==> src/rtl/accu_sched_pkg.sv <==
// Shared types and default sizes for the accu_sched scheduler and its accu datapath.
package accu_sched_pkg;

  localparam int DEF_NREQ  = 2;
  localparam int DEF_WIDTH = 8;
  localparam int DEF_LENW  = 4;

  typedef enum logic [2:0] {
    ST_IDLE  = 3'd0,
    ST_CLEAR = 3'd1,
    ST_RUN   = 3'd2,
    ST_DRAIN = 3'd3,
    ST_DONE  = 3'd4
  } sched_state_e;

endpackage

==> src/rtl/accu_sched_if.sv <==
// Requester-side bundle of accu_sched: job requests, operand streams and job results.
interface accu_sched_if
  import accu_sched_pkg::*;
#(
  parameter int NREQ  = DEF_NREQ,
  parameter int WIDTH = DEF_WIDTH,
  parameter int LENW  = DEF_LENW
);

  logic [NREQ-1:0]       req;
  logic [NREQ*LENW-1:0]  len;
  logic [NREQ*WIDTH-1:0] opd;
  logic [NREQ-1:0]       opd_vld;
  logic [NREQ-1:0]       pop;
  logic [NREQ-1:0]       gnt;
  logic [NREQ-1:0]       done;
  logic [WIDTH-1:0]      result;
  logic                  busy;

  modport master (
    output req, len, opd, opd_vld,
    input  pop, gnt, done, result, busy
  );

  modport slave (
    input  req, len, opd, opd_vld,
    output pop, gnt, done, result, busy
  );

endinterface

==> src/rtl/accu_sched_rr_arbiter.sv <==
// Round-robin arbiter: first requester at or after last+1, wrapping; idle when en is low.
module rr_arbiter #(
  parameter int NREQ = 2,
  parameter int IDXW = (NREQ > 1) ? $clog2(NREQ) : 1
) (
  input  logic [NREQ-1:0] req,
  input  logic [IDXW-1:0] last,
  input  logic            en,
  output logic [NREQ-1:0] gnt,
  output logic [IDXW-1:0] idx
);

  always_comb begin
    int unsigned k;
    logic        found;
    gnt   = '0;
    idx   = '0;
    found = 1'b0;
    k     = 0;
    if (en) begin
      for (int unsigned i = 1; i <= unsigned'(NREQ); i++) begin
        k = (32'(last) + i) % unsigned'(NREQ);
        if (!found && req[k]) begin
          found  = 1'b1;
          gnt[k] = 1'b1;
          idx    = IDXW'(k);
        end
      end
    end
  end

endmodule

==> src/rtl/accu_sched.sv <==
// Round-robin job scheduler sharing one clear/accumulate datapath among NREQ requesters.
module accu_sched
  import accu_sched_pkg::*;
#(
  parameter int NREQ  = DEF_NREQ,
  parameter int WIDTH = DEF_WIDTH,
  parameter int LENW  = DEF_LENW
) (
  input  logic               clk,
  input  logic               reset,
  accu_sched_if.slave        rq,
  output logic               acc_clr,
  output logic [WIDTH-1:0]   acc_in,
  input  logic [WIDTH-1:0]   acc_out
);

  localparam int IDXW = (NREQ > 1) ? $clog2(NREQ) : 1;

  sched_state_e    state_q, state_d;
  logic [LENW-1:0] cnt_q, cnt_d;
  logic [IDXW-1:0] last_q, last_d;
  logic [WIDTH-1:0] result_q;

  logic [NREQ-1:0] arb_gnt;
  logic [IDXW-1:0] arb_idx;
  logic            arb_en;
  logic [NREQ-1:0] owner_oh;

  logic [NREQ-1:0] pop, gnt, done;

  rr_arbiter #(
    .NREQ (NREQ),
    .IDXW (IDXW)
  ) u_arb (
    .req  (rq.req),
    .last (last_q),
    .en   (arb_en),
    .gnt  (arb_gnt),
    .idx  (arb_idx)
  );

  // last_q doubles as the owner index for the job in flight
  assign owner_oh = NREQ'(1) << last_q;

  always_ff @(posedge clk or posedge reset) begin
    if (reset) begin
      state_q  <= ST_IDLE;
      cnt_q    <= '0;
      last_q   <= IDXW'(NREQ - 1);
      result_q <= '0;
    end else begin
      state_q <= state_d;
      cnt_q   <= cnt_d;
      last_q  <= last_d;
      if (state_q == ST_DRAIN) begin
        result_q <= acc_out;
      end
    end
  end

  always_comb begin
    state_d = state_q;
    cnt_d   = cnt_q;
    last_d  = last_q;
    arb_en  = 1'b0;
    pop     = '0;
    gnt     = '0;
    done    = '0;
    acc_clr = 1'b0;
    acc_in  = '0;
    case (state_q)
      ST_IDLE: begin
        arb_en = 1'b1;
        if (|arb_gnt) begin
          last_d  = arb_idx;
          cnt_d   = rq.len[arb_idx*LENW +: LENW];
          state_d = ST_CLEAR;
        end
      end
      ST_CLEAR: begin
        gnt     = owner_oh;
        acc_clr = 1'b1;
        state_d = (cnt_q == '0) ? ST_DRAIN : ST_RUN;
      end
      ST_RUN: begin
        gnt = owner_oh;
        if (rq.opd_vld[last_q]) begin
          pop    = owner_oh;
          acc_in = rq.opd[last_q*WIDTH +: WIDTH];
          cnt_d  = cnt_q - LENW'(1);
          if (cnt_q == LENW'(1)) begin
            state_d = ST_DRAIN;
          end
        end
      end
      ST_DRAIN: begin
        gnt     = owner_oh;
        state_d = ST_DONE;
      end
      ST_DONE: begin
        done    = owner_oh;
        state_d = ST_IDLE;
      end
      default: state_d = ST_IDLE;
    endcase
  end

  assign rq.pop    = pop;
  assign rq.gnt    = gnt;
  assign rq.done   = done;
  assign rq.result = result_q;
  assign rq.busy   = (state_q != ST_IDLE);

endmodule

==> src/flat_wrapper.sv <==
// flat-port wrapper written by rule: the top's interface ports become plain ports
module accu_sched_flat import accu_sched_pkg::*;
#(
  parameter int NREQ  = DEF_NREQ,
  parameter int WIDTH = DEF_WIDTH,
  parameter int LENW  = DEF_LENW
)
  (clk, reset, acc_clr, acc_in, acc_out, rq_req, rq_len, rq_opd, rq_opd_vld, rq_pop, rq_gnt, rq_done, rq_result, rq_busy);
  accu_sched_if #(.NREQ(NREQ), .WIDTH(WIDTH), .LENW(LENW)) rq_i ();
  input  logic clk;
  input  logic reset;
  output logic acc_clr;
  output logic [WIDTH-1:0] acc_in;
  input  logic [WIDTH-1:0] acc_out;
  input wire logic [$bits(rq_i.req)-1:0] rq_req;
  input wire logic [$bits(rq_i.len)-1:0] rq_len;
  input wire logic [$bits(rq_i.opd)-1:0] rq_opd;
  input wire logic [$bits(rq_i.opd_vld)-1:0] rq_opd_vld;
  output wire logic [$bits(rq_i.pop)-1:0] rq_pop;
  output wire logic [$bits(rq_i.gnt)-1:0] rq_gnt;
  output wire logic [$bits(rq_i.done)-1:0] rq_done;
  output wire logic [$bits(rq_i.result)-1:0] rq_result;
  output wire logic [$bits(rq_i.busy)-1:0] rq_busy;
  assign rq_i.req = rq_req;
  assign rq_i.len = rq_len;
  assign rq_i.opd = rq_opd;
  assign rq_i.opd_vld = rq_opd_vld;
  assign rq_pop = rq_i.pop;
  assign rq_gnt = rq_i.gnt;
  assign rq_done = rq_i.done;
  assign rq_result = rq_i.result;
  assign rq_busy = rq_i.busy;
  accu_sched #(.NREQ(NREQ), .WIDTH(WIDTH), .LENW(LENW)) u_core (.clk(clk), .reset(reset), .rq(rq_i), .acc_clr(acc_clr), .acc_in(acc_in), .acc_out(acc_out));
endmodule
==> config.mk <==
export PLATFORM = sky130hd
export DESIGN_NAME = accu_sched_flat
export DESIGN_NICKNAME = d
export VERILOG_FILES = /design/src/rtl/accu_sched_pkg.sv /design/src/rtl/accu_sched_if.sv /design/src/rtl/accu_sched_rr_arbiter.sv /design/src/rtl/accu_sched.sv /design/src/flat_wrapper.sv
export SDC_FILE = /design/constraint.sdc
export NUM_CORES = 1
export LEC_CHECK = 0
export ABC_AREA = 1
export BUFFER_PORTS_ARGS = -buffer_cell sky130_fd_sc_hd__clkbuf_2
export CAP_MARGIN = 20
export CORE_MARGIN = 4
export CORE_UTILIZATION = 39
export CTS_CLUSTER_DIAMETER = 80
export DETAILED_ROUTE_END_ITERATION = 6
export GPL_ROUTABILITY_DRIVEN = 0
export PLACE_DENSITY = 0.84
export SETUP_SLACK_MARGIN = 0.4
export SLEW_MARGIN = 0
export SYNTH_ARGS = -nofsm -noshare
export SYNTH_HDL_FRONTEND = slang
export SYNTH_SLANG_ARGS = --single-unit
==> constraint.sdc <==
create_clock -name clk -period 1.3 [get_ports clk]
set_input_delay 0.13 -clock clk [delete_from_list [all_inputs] [get_ports clk]]
set_output_delay 0.13 -clock clk [all_outputs]
set_load 0.05 [all_outputs]
# ---- Word-level counts from Yosys, hierarchy flattened
# Index checks and enable logic that the tools add are counted.
dict set report totals {
  register_bits 16
  out_inout_bits 24
  wordCells 72
  inputBits 38
}
dict set report classes {
  order_cmp 5
  n_addsub 3
  n_mux 35
  n_eq_ne 8
  shifts 3
  reduce_logical 13
  bitwise_logic 1
}
# cell n
set op_table {}
lappend op_table {{1-bit two-way mux} 16}
lappend op_table {{2-bit two-way mux} 8}
lappend op_table {{8-bit two-way mux} 2}
lappend op_table {{16-bit by 5-bit variable part select with 8-bit output} 1}
lappend op_table {{3-bit one-hot mux with 4 select lines} 1}
lappend op_table {{3-bit two-way mux} 3}
lappend op_table {{4-bit two-way mux} 2}
lappend op_table {{4-bit one-hot mux with 2 select lines} 1}
lappend op_table {{8-bit by 4-bit variable part select with 4-bit output} 1}
lappend op_table {{3-bit by 2-bit == test with 1-bit output (second input constant)} 2}
lappend op_table {{1-bit by 2-bit less-than comparator with 1-bit output (second input constant)} 3}
lappend op_table {{2-bit by 1-bit inequality test with 1-bit output (second input constant)} 3}
lappend op_table {{3-bit AND reduction} 2}
lappend op_table {{4-bit by 1-bit == test with 1-bit output (second input constant)} 1}
lappend op_table {{4-bit zero test} 1}
lappend op_table {{4-bit by 1-bit subtractor with 4-bit output (second input constant)} 1}
lappend op_table {{3-bit by 1-bit == test with 1-bit output (second input constant)} 1}
lappend op_table {{3-bit == test (second input constant)} 1}
lappend op_table {{1-bit logical AND} 3}
lappend op_table {{3-bit zero test} 1}
lappend op_table {{3-bit nonzero test} 1}
lappend op_table {{3-bit OR reduction} 1}
lappend op_table {{1-bit adder (second input constant)} 2}
lappend op_table {{1-bit demux with 1-bit select} 2}
lappend op_table {{other kinds (7)} 8}

# ---- Longest topological paths before layout
dict set report logic_depth {
  ltp_word 13
  mapped_depth 9
  mapped_depth_nobuf 8
}

# ---- Cells and area by module
# Synthesis repeated with hierarchy kept, for this count alone.
dict set report unflattened {
  hier_cells 163
  hier_area_um2 1098.6
}
# module instances area_each_um2 seq_area_each_um2 cells_per_inst
set modules_own_cells {}
lappend modules_own_cells {accu_sched 1 1072.3 401.6 157}
lappend modules_own_cells {rr_arbiter 1 26.3 0.0 6}

# ---- Least setup slack after synthesis
# OpenSTA, ideal clock, no wires.
dict set report synth_timing {
  path_type {flip-flop to output port}
  from {register u_core.last_q}
  to {output rq_gnt[1]}
  path_buffers 1
  t_required_ns 1.170
  stages_incl_launch_ff 4
  setup_slack_ns -0.802
  arrival_ns 1.972
  path_cell_list {dfstp_2 clkbuf_2 clkinv_1 nor3_1}
}
dict set report synth_between {
  elab_chain_len 2
}
# item line
set synth_lines {}
lappend synth_lines {{from (decl)} accu_sched.sv:21} ;# logic [IDXW-1:0] last_q, last_d;
lappend synth_lines {{from (signal assigned)} accu_sched.sv:49} ;# last_q <= IDXW'(NREQ - 1);
lappend synth_lines {{from (signal assigned)} accu_sched.sv:54} ;# last_q <= last_d;
lappend synth_lines {{1-bit by 1-bit left shift with 2-bit output} accu_sched.sv:43} ;# assign owner_oh = NREQ'(1) << last_q;
lappend synth_lines {{2-bit two-way mux} accu_sched.sv:71} ;# case (state_q)
lappend synth_lines {{to (decl)} flat_wrapper.sv:20} ;# output wire logic [$bits(rq_i.gnt)-1:0] rq_gnt;
# No other way between the ends.

# ---- Worst setup path in the final report
dict set report layout_timing {
  from {register u_core.state_q[0]}
  to {output acc_in[0]}
}
dict set report layout_between {
  elab_chain_len 2
}
# item line
set layout_lines {}
lappend layout_lines {{from (decl)} accu_sched.sv:19} ;# sched_state_e state_q, state_d;
lappend layout_lines {{from (signal assigned)} accu_sched.sv:52} ;# state_q <= state_d;
lappend layout_lines {{3-bit by 2-bit == test with 1-bit output} accu_sched.sv:71}
lappend layout_lines {{8-bit two-way mux} accu_sched.sv:71}
lappend layout_lines {{to (decl)} flat_wrapper.sv:13} ;# output logic [WIDTH-1:0] acc_in;
# No other way between the ends.

==> qor.txt <==
largest family of logic cells by synthesized area -> simple AND/OR/NAND/NOR gates
status -> finished with violations
Switching Fraction -> 52.3%
final period utilization -> 132%
FF+latch count, synth -> 16
total track usage -> 24.7%
Final Hold Viols -> 0
HP Class -> input pin to register
Worst Hold Launch -> acc_out[1]
PD cells -> 2900 mW/mm2
H-Tree Depth -> 1
initial cell density of the core -> 42.4%
worst setup margin -> -0.422 ns
Max Cap Violations -> 0
IR drop worst, VDD -> 2.75 mV
crit end category -> output pin
fraction of the mapped netlist area in simple logic gates -> 40.5%
post-DR wirelength/cell -> 19.7 um
grt ovf -> 0
RSZ-0062 raised after global routing -> yes
Crit path required time -> 1.17 ns
Vias -> 1688
proportion of synthesized area in mux cells -> 0%
violations in the final reports -> setup timing
worst r2r src -> u_core.state_q[0]
Nets -> 314
die height -> 60.9 um
fmax -> 581 MHz
Flop pwr share -> 15.0%
register area share after synthesis -> 36.9%
CTS root buffer -> clkbuf_4
Crit Path Class -> register to output pin
count of cell types in the netlist -> 26
DRC viols -> 0
P_leak -> 1.25 nW
DRT antenna net count -> 0
# diodes -> 0
CTS Buf Count -> 3
worst skew pair latency -> 0.29 ns
Final Skew -> 0.00161 ns
Int Pwr -> 3.40 mW
fin crit period -> 1.72 ns
DP HPWL -> 2540 um
crit-path max FO -> 4
DR pass1 iterations -> 4
Worst Setup Start Kind -> register
Synth top area share -> 34.4%
fin util -> 95.7%
Chip Width -> 60.9 um
FF+latch area -> 404 um2
max-slew violations -> 0
Port Buf Inserts -> 61
fillcell total -> 62
Cell Area, Synth -> 0.00109 mm2
synth top area cells -> dfrtp_1, nand2_1, a21oi_1
Switching Power -> 3.72 mW
Synth area leader -> dfrtp_1
area grow syn2layout -> 125%
I/O Pins -> 62
area taken by multi-input logic gates -> 893 um2
clock slew at the register clock pins of the worst setup and hold paths -> 0.09 ns
slew margin rel. -> 81.4%
syn_area_per_cell -> 6.73 um2
Data arrival, critical path -> 1.59 ns
share of layout cells above drive strength 1 -> 63.6%
Slew @ Worst Pin -> 0.278 ns
site row count -> 18
initial antenna violation count -> 0
Max clock buf depth -> 2
Worst Setup SP -> u_core.state_q[0]
post-synthesis compound-gate area fraction -> 10.1%
routed vias/inst -> 5.59
Mapped Nets -> 203
DP Worst Slack -> -0.205 ns
core area -> 0.00257 mm2
pin count of the biggest net entering global routing -> 17
final setup violation count -> 30
Syn. warnings -> 0
Total Wirelength -> 5950 um
CTS Sinks -> 16
Synth Instances -> 162
Die Area -> 0.00370 mm2
Synth Area in XOR/XNOR -> 0%
Comb power frac -> 80.3%
first-pass GRT wire length -> 6740 um
vias in the first global route -> 1515
Clk pwr share -> 4.7%
synthesized-area fraction occupied by adder cells -> 3.44%
initial drt markers -> 101
CTS tree -> yes
[per-layer routing]
metal	track usage [%]	up-vias	routed length, um
met2	47.9	141	3030
met1	25.6	787	2050
li1	-	727	-
met5	0	-	0
met4	9.91	0	282
met3	4.68	33	586
[sequential cells by signal, indices dropped and copies added, names as in the netlist]
name	count
u_core.rq.result	8
u_core.last_q	1
u_core.cnt_q	4
u_core.state_q	3
[critical path, stage by stage, from the launching register on]
cell	delay [ns]
dfrtp_1	0.42
inv_2	0.11
nand2_4	0.07
nor2_4	0.23
nand2_4	0.14
a21oi_4	0.16
buf_8	0.16
[cell usage in the layout, fill, tap and decap left out, types with 3 or more instances in the layout]
cell / instances
nor3_4: 4
buf_4: 29
clkbuf_2: 37
a21oi_4: 8
dfrtp_1: 13
inv_4: 3
buf_6: 15
nor2_4: 6
nand2_2: 17
nor2_1: 4
nand2_4: 7
inv_1: 16
clkbuf_4: 3
a21oi_1: 3
nand3_1: 9
nand2_1: 46
ha_1: 3
buf_8: 24
a21oi_2: 3
nor2_2: 4
[through the flow]
step	setup TNS [ns]	power [mW]	instances	instance area, um2	hold slack (ns)
global route	-9.02	7.40	302	2460	0.0632
finish	-7.78	7.12	302	2460	0.0540
CTS	-5.10	5.76	283	2170	0.0336
global placement	-2.00	4.48	272	1770	0.128
detailed placement	-2.55	4.54	272	1770	0.126
floorplan	-1.88	3.59	162	1300	0.0429
[cell usage after synthesis (all sizes together)]
library cell  count
inv              20
a21oi            14
clkbuf            2
ha                3
dfrtp            15
nand3            11
o21ai             2
nor3              5
clkinv            1
nor2             14
buf               1
o211ai            1
dfstp             1
o21bai            1
a22oi             1
nand2            70
[power groups by stage]
stage	sequential [mW]	clock [mW]	combinational (mW)
after floorplan	1.39	0	2.20
after detailed placement	0.992	0	3.55
final	1.07	0.334	5.72
after global placement	0.981	0	3.50
after global routing	1.09	0.359	5.95
after CTS	0.994	0.334	4.43
[path summary, 6_finish.rpt]
path                                  endpoint  slack, ns  cells after the start
min reg2reg                u_core.rq.result[3]       0.56                      2
min                        u_core.rq.result[1]       0.05                      3
max reg2reg                  u_core.state_q[0]      -0.36                      9
max                                  acc_in[0]      -0.42                      6
max in group asynchronous        u_core.last_q       0.69                      4
min in group asynchronous      u_core.cnt_q[2]       0.36                      4
[what timing repair did]
item,CTS,global route
gates cloned,0,1
pin swaps,6,23
hold buffers,1,0
resized for setup,68,55
setup buffers,6,18
endpoints found under the setup margin,40,40
endpoints found under the hold margin,15,0
[logic make-up (layout without fill, tap and decap cells)]
kind of cell,count (synthesis),count (layout)
adder cells (fa/ha/maj),3,3
flip-flops,16,16
AND/OR/NAND/NOR,100,101
buffers and inverters,24,133
AO/OA/AOI/OAI,19,19
[area by class of cell]
class | instances | share of cell area (%)
Clock buffer | 4 | 1.48
Inverter | 21 | 4.02
Multi-Input combinational cell | 123 | 36.4
Sequential cell | 16 | 16.4
Tap cell | 30 | 1.53
Timing Repair Buffer | 108 | 40.2
Power figures use the tool's default switching activity.
